[src/rtl/cpu_pkg.sv]
// cpu_pkg: shared types and constants for the core front end.
package cpu_pkg;

    typedef struct packed {
        logic [31:0] pc;
        logic [31:0] instr;
    } fetch_entry_t;

    localparam int INSTR_BYTES = 4;
    localparam logic [31:0] NOP_INSTR = 32'h0000_0013;

endpackage

[src/rtl/fetch_fifo.sv]
// fetch_fifo: in-order buffer of fetched {pc, instr} entries; flush wins over push.
module fetch_fifo
    import cpu_pkg::*;
#(
    parameter int DEPTH = 2
) (
    input  logic                         clk,
    input  logic                         rst_n,
    input  logic                         push,
    input  fetch_entry_t                 push_data,
    input  logic                         pop,
    input  logic                         flush,
    output logic [$clog2(DEPTH+1)-1:0]   count,
    output fetch_entry_t                 head
);
    localparam int AW = $clog2(DEPTH);
    localparam int CW = $clog2(DEPTH + 1);

    fetch_entry_t mem [DEPTH];
    logic [AW-1:0] wr_ptr, rd_ptr;
    logic do_push, do_pop;

    // pointers wrap at DEPTH so non-power-of-two depths work
    function automatic logic [AW-1:0] next_ptr(input logic [AW-1:0] p);
        return (p == AW'(DEPTH - 1)) ? '0 : p + 1'b1;
    endfunction

    always_comb begin
        do_pop  = pop && (count != '0);
        do_push = push && ((count != CW'(DEPTH)) || do_pop);
        head    = mem[rd_ptr];
    end

    always_ff @(posedge clk) begin
        if (!rst_n) begin
            for (int i = 0; i < DEPTH; i++) mem[i] <= '0;
            wr_ptr <= '0;
            rd_ptr <= '0;
            count  <= '0;
        end else if (flush) begin
            wr_ptr <= '0;
            rd_ptr <= '0;
            count  <= '0;
        end else begin
            if (do_push) begin
                mem[wr_ptr] <= push_data;
                wr_ptr      <= next_ptr(wr_ptr);
            end
            if (do_pop) rd_ptr <= next_ptr(rd_ptr);
            count <= count + CW'(do_push) - CW'(do_pop);
        end
    end

endmodule

[src/rtl/fetch_unit.sv]
// fetch_unit: owns the PC, issues credit-limited word fetches and hands buffered
// instructions to decode; a redirect flushes the buffer and drops in-flight words.
module fetch_unit
    import cpu_pkg::*;
#(
    parameter logic [31:0] RESET_PC   = 32'h0000_0000,
    parameter int          FIFO_DEPTH = 2
) (
    input  logic        clk,
    input  logic        rst_n,
    output logic        imem_req_valid,
    input  logic        imem_req_ready,
    output logic [31:0] imem_req_addr,
    input  logic        imem_rsp_valid,
    input  logic [31:0] imem_rsp_data,
    input  logic        redirect_valid,
    input  logic [31:0] redirect_pc,
    output logic        out_valid,
    input  logic        out_ready,
    output logic [31:0] out_instr,
    output logic [31:0] out_pc
);
    localparam int          CW      = $clog2(FIFO_DEPTH + 1);
    localparam logic [CW:0] CREDITS = (CW + 1)'(FIFO_DEPTH);
    localparam logic [31:0] STEP    = 32'(INSTR_BYTES);

    logic [31:0]   fetch_pc, rsp_pc, target_pc;
    logic [CW-1:0] outstanding, discard, count;
    logic          req_fire, drop, push, pop;
    fetch_entry_t  rsp_entry, head;

    // buffered plus in-flight words never exceed the buffer, so a push always fits
    always_comb begin
        target_pc       = redirect_pc & ~32'h3;
        imem_req_valid  = rst_n && !redirect_valid &&
                          (({1'b0, outstanding} + {1'b0, count}) < CREDITS);
        imem_req_addr   = fetch_pc;
        req_fire        = imem_req_valid && imem_req_ready;
        drop            = redirect_valid || (discard != '0);
        push            = imem_rsp_valid && !drop;
        rsp_entry.pc    = rsp_pc;
        rsp_entry.instr = imem_rsp_data;
        out_valid       = (count != '0) && !redirect_valid;
        pop             = out_valid && out_ready;
        out_instr       = head.instr;
        out_pc          = head.pc;
    end

    fetch_fifo #(.DEPTH(FIFO_DEPTH)) u_fifo (
        .clk       (clk),
        .rst_n     (rst_n),
        .push      (push),
        .push_data (rsp_entry),
        .pop       (pop),
        .flush     (redirect_valid),
        .count     (count),
        .head      (head)
    );

    always_ff @(posedge clk) begin
        if (!rst_n) begin
            fetch_pc    <= RESET_PC;
            rsp_pc      <= RESET_PC;
            outstanding <= '0;
            discard     <= '0;
        end else if (redirect_valid) begin
            // everything still in flight after this edge belongs to the old path
            fetch_pc    <= target_pc;
            rsp_pc      <= target_pc;
            outstanding <= outstanding - CW'(imem_rsp_valid);
            discard     <= outstanding - CW'(imem_rsp_valid);
        end else begin
            if (req_fire) fetch_pc <= fetch_pc + STEP;
            if (push) rsp_pc <= rsp_pc + STEP;
            outstanding <= outstanding + CW'(req_fire) - CW'(imem_rsp_valid);
            if (imem_rsp_valid && (discard != '0)) discard <= discard - 1'b1;
        end
    end

endmodule

[config.mk]
export PLATFORM = sky130hd
export DESIGN_NAME = fetch_unit
export DESIGN_NICKNAME = d
export VERILOG_FILES = /design/src/rtl/cpu_pkg.sv /design/src/rtl/fetch_fifo.sv /design/src/rtl/fetch_unit.sv
export SDC_FILE = /design/constraint.sdc
export NUM_CORES = 1
export LEC_CHECK = 0
export ABC_CLOCK_PERIOD_IN_PS = 9600
export BUFFER_PORTS_ARGS = -buffer_cell sky130_fd_sc_hd__buf_2
export CAP_MARGIN = 10
export CORE_UTILIZATION = 44
export DETAILED_ROUTE_END_ITERATION = 8
export GPL_ROUTABILITY_DRIVEN = 1
export PLACE_DENSITY = 0.66
export RECOVER_POWER = 100
export SLEW_MARGIN = 20
export SYNTH_ARGS = -nofsm -noshare
export SYNTH_HDL_FRONTEND = slang
export SYNTH_SLANG_ARGS = --single-unit
[constraint.sdc]
create_clock -name clk -period 9.6 [get_ports clk]
set_input_delay 0.96 -clock clk [delete_from_list [all_inputs] [get_ports clk]]
set_output_delay 0.96 -clock clk [all_outputs]
set_load 0.01 [all_outputs]
Word level (Yosys, flattened, before mapping)

Memory sizes are Yosys's and may differ from the RTL's. A register that Yosys moved wholly into a read port is not among the register bits.
Index checks and enable logic that the tools add are counted.

$mul: 0
$add $sub $neg: 11
Divide/modulo/power cells: 0
Reductions and logical operators: 20
Mux-type cells: 19
Bitwise logic cells: 1
Shifts and indexed selects: 0
Magnitude comparators: 1
Eq/ne operators: 1

Operators with widths:

| cell                    | count |
|---|---|
| $mux W32                | 4 |
| $add A32 B3 Y32 const B | 2 |
| $mux W64                | 1 |
| $reduce_or A64 Y1       | 1 |
| $mux W1                 | 11 |
| $reduce_bool A2 Y1      | 5 |
| $logic_and A1 B1 Y1     | 9 |
| $mux W2                 | 3 |
| $sub A2 B1 Y2           | 3 |
| $add A2 B1 Y2           | 2 |
| $add A2 B2 Y3           | 1 |
| $lt A3 B2 Y1 const B    | 1 |
| $add A1 B1 Y1 const B   | 2 |
| $logic_not A1 Y1        | 2 |
| $logic_or A1 B1 Y1      | 2 |
| $ne A2 B2 Y1 const B    | 1 |
| $reduce_or A2 Y1        | 1 |
| $sub A2 B1 Y2 const B   | 1 |
| $not A1 Y1              | 1 |

Bits in registers: 72
Bits in read-only memories: 0
Latch bits: 0
Memory bits (writable): 128
Bits of input ports: 70
Memories kept: 1

Memory list:

| name       | words | width | rd ports | clocked after memory_dff | wr ports | line             | source |
|---|---|---|---|---|---|---|---|
| u_fifo.mem | 2     | 64    | 1        | 1                        | 2        | fetch_fifo.sv:19 | `fetch_entry_t mem [DEPTH];` |

Logic depth before layout (Yosys ltp)

Depth after elaboration: 12
Mapped depth: 14
Mapped depth without buffers: 13

Cells and area by module

Synthesis repeated with hierarchy kept, for this count alone.

Cell total of the unflattened synthesis: 869
Area total of the unflattened synthesis: 9731.8 um^2

Modules (own cells, without submodules):

| module     | instances | area each (um^2) | cells an instance |
|---|---|---|---|
| fetch_fifo | 1         | 5835.6           | 368 |
| fetch_unit | 1         | 3896.2           | 501 |

Worst setup path after synthesis

No wires, ideal clock.

Path type: input -> register
From: in redirect_valid
To: mem u_fifo.mem[0][0] in the netlist's numbering, enable pin
Setup slack: 1.219 ns
Stages on the path: 3
Data arrival time: 7.730 ns
Data required time: 8.949 ns
Cell sequence: clkbuf_1 -> buf_1 -> o41ai_1

RTL lines:

| item               | line             | source |
|---|---|---|
| start: declaration | fetch_unit.sv:16 | `input logic redirect_valid,` |
| end: declaration   | fetch_fifo.sv:19 |  |

==> metrics.md <==
| Metric | Value |
|---|---|
| Count leader, synth | and2_1 |
| Post-synth top area share | 0.4123 |
| Crit end category | output pin |
| ANT cells | 0 |
| P_leak | 3.837 nW |
| Failing checks | capacitance limit, slew limit |
| Yosys Warn Count | 0 |
| Initial antenna violation count | 0 |
| Die height | 145.3 um |
| Routed wire length | around 20 mm |
| Slew @ Worst Pin | 3.669 ns |
| Pre-antenna DRT Iters | 6 |
| Slew Viols, Final | around 360 |
| CTS tree | done |
| First-pass GRT wire length | 31.29 mm |
| Fillers | 1824 |
| Clk buf depth | 2 |
| Core ar. | 0.02017 mm^2 |
| Area contributors post-synth | edfxtp_1 41%, dfxtp_1 15%, and2_1 9.1%, mux2_2 8.0%, xnor2_1 3.9% |
| Minimum clock period | 5.074 ns |
| Final Hold Fails | 0 |
| Initial DRC Count | about 380 |
| Maximum vdd drop | 0.1205 mV |
| Critical-path maximum fanout | 62 |
| Worst setup path class | reg -> out |
| Row cnt | 52 |
| GPL Wtd Cong | about 0.87 |
| Setup Buffers After CTS | 0 |
| Vias in the first global route | between 5000 and 6000 |
| Worst EP arrival | 4.11 ns |
| Power density over the cells | 175.6 mW/mm^2 |
| Residual DRC | 0 |
| Number of buffers created by CTS | 17 |
| H-tree depth | 4 |
| Synth-to-layout area growth | 16.29% |
| Antenna Nets Post-Route | 0 |
| Clk_lat worst skew | around 0.43 ns |
| Area leader, netlist | edfxtp_1 |
| Cts hold-fix bufs | 0 |
| TNS Setup | 0 ns |
| Placed cells | 1183 |
| Port-buffer cells | around 160 |
| Ys async rst share | 0 |
| Final Cycle Share | 0.5285 |
| Startpoint Class | register |
| Critical path required time | 8.64 ns |
| Max-slew headroom | -1.446 |
| Routed wire per std cell | 16.39 um |
| Clk sinks | 193 |
| Layout cells sized above 1 | 0.1862 |
| Mapped Area | 0.009031 mm^2 |
| Synthesized flop and latch total | 193 |
| Status | finished with violations |
| Starting Density | 0.4478 |
| Full die area | 0.02110 mm^2 |
| Non-Filler Instances | 1215 |
| Pwr Total | 0.001845 W |
| Seq/Total Area, Yosys | 0.5653 |
| Clk_skew | 0.01375 ns |
| Vias after detailed routing | approximately 6300 |
| Die width | 145.3 um |
| RSZ-0062 raised after global routing | false |
| Resized cells post-CTS | 0 |
| CTS clk-pin slew, worst paths | roughly 0.070 ns |
| Nets | 1011 |
| Number of flops mapped to enable cells by yosys | 124 |
| GRT Overall Usage | 0.1916 |
| DR vias/cell | between 5 and 6 |
| Commonest cells post-synth | 132 x and2_1, 124 x edfxtp_1, 69 x dfxtp_1 |
| Hold WC Path Type | reg -> reg |
| Syn Inst Count | between 700 and 800 |
| Largest net degree at the start of global routing | 63 |
| Dpl hpwl | 12.99 mm |
| Main flop type after synthesis | edfxtp_1 |
| Congestion Overflow GR | 0 |
| # IOs | between 150 and 200 |
| Max cap viols | 6 |
| Unique masters post-synth | 50 |
| Number of setup violations in the final report | 0 |
| Fmax | 197.1 MHz |
| Avg Cell Area, Syn | 11.43 um^2 |
| CTS Root Cell | clkbuf_16 |
## final timing paths
check	from	endpoint	slack [ns]	cells past startpoint
setup / recovery	register	out_pc[23]	4.53	3
hold / removal	u_fifo.rd_ptr	register	0.53	2
setup reg to reg	discard[0]	u_fifo.mem[1][13]	5.05	7
hold reg to reg	u_fifo.rd_ptr	register	0.53	2
## per-stage QoR
| step | setup WS (ns) | hold slack (ns) | utilization | area [um^2] |
|---|---|---|---|---|
| 6_report | 4.526 | 0.5290 | 0.5207 | 10500 |
| 5_1_grt | 3.995 | 0.5669 | 0.5207 | 10500 |
| 4_1_cts | 6.150 | 0.5386 | 0.5278 | 10650 |
| 3_5_place_dp | 6.012 | 0.5178 | 0.4986 | 10060 |
| 3_3_place_gp | 6.034 | 0.4956 | 0.4986 | 10060 |
| 2_1_floorplan | 1.219 | 0.4794 | - | 9042 |
## kinds of logic (layout without fill, tap and decap cells)
family,after synthesis,in the layout,synth area share
and+or+nand+nor,307,307,0.1948
other,1,4,0.0004152
muxes,67,67,0.08313
DFF,193,193,0.5653
adders and majority gates,9,9,0.01330
xor gates and xnor gates,55,55,0.05334
buffers and inverters,56,208,0.02508
AOI/OAI and AO/OA,102,102,0.06470
## power breakdown
group | switching, W | internal (W)
Sequential | 0.0000334 | 0.000936
Combinational | 0.000105 | 0.0000703
Clock | 0.000317 | 0.000383
## metal layers
layer | GRT usage | part of all wire
met1 | 0.2763 | 0.48
met2 | 0.2957 | 0.45
met3 | 0.03459 | 0.059
met4 | 0.05211 | 0.011
met5 | 0 | 0
## state kept, by name (all words and copies together) (netlist names), named ones only
register,flops
imem_req_addr,30
discard,2
u_fifo.wr_ptr,1
u_fifo.rd_ptr,1
outstanding,2
rsp_pc,30
u_fifo.mem,124
u_fifo.count,2
## critical path, stage by stage, from the launching register on
cell and delay (ns):
dfxtp_2 0.31, clkbuf_1 2.55, mux2_2 0.55, clkbuf_1 0.22
## layout make-up
type	count	area [um^2]	area share
timing repair buffer	167	719.4	0.06850
clock inverter	11	85.08	0.008101
clock buffer	21	503.0	0.04789
sequential	193	5106	0.4862
inverter	9	33.78	0.003217
multi-input combinational	544	3717	0.3539
tap	270	337.8	0.03217
## layout by cell type (no fill, tap or decap), types with 40 or more instances in the layout
cell	synthesis	routed
dfxtp_1	69	68
mux2_2	64	60
edfxtp_1	124	124
clkbuf_1	40	95
xnor2_1	40	40
a21oi_1	44	44
and2_1	132	80
nand2_1	51	50
and2_0	0	52
buf_2	1	71
No activity file was read; power rests on OpenSTA's default activity.
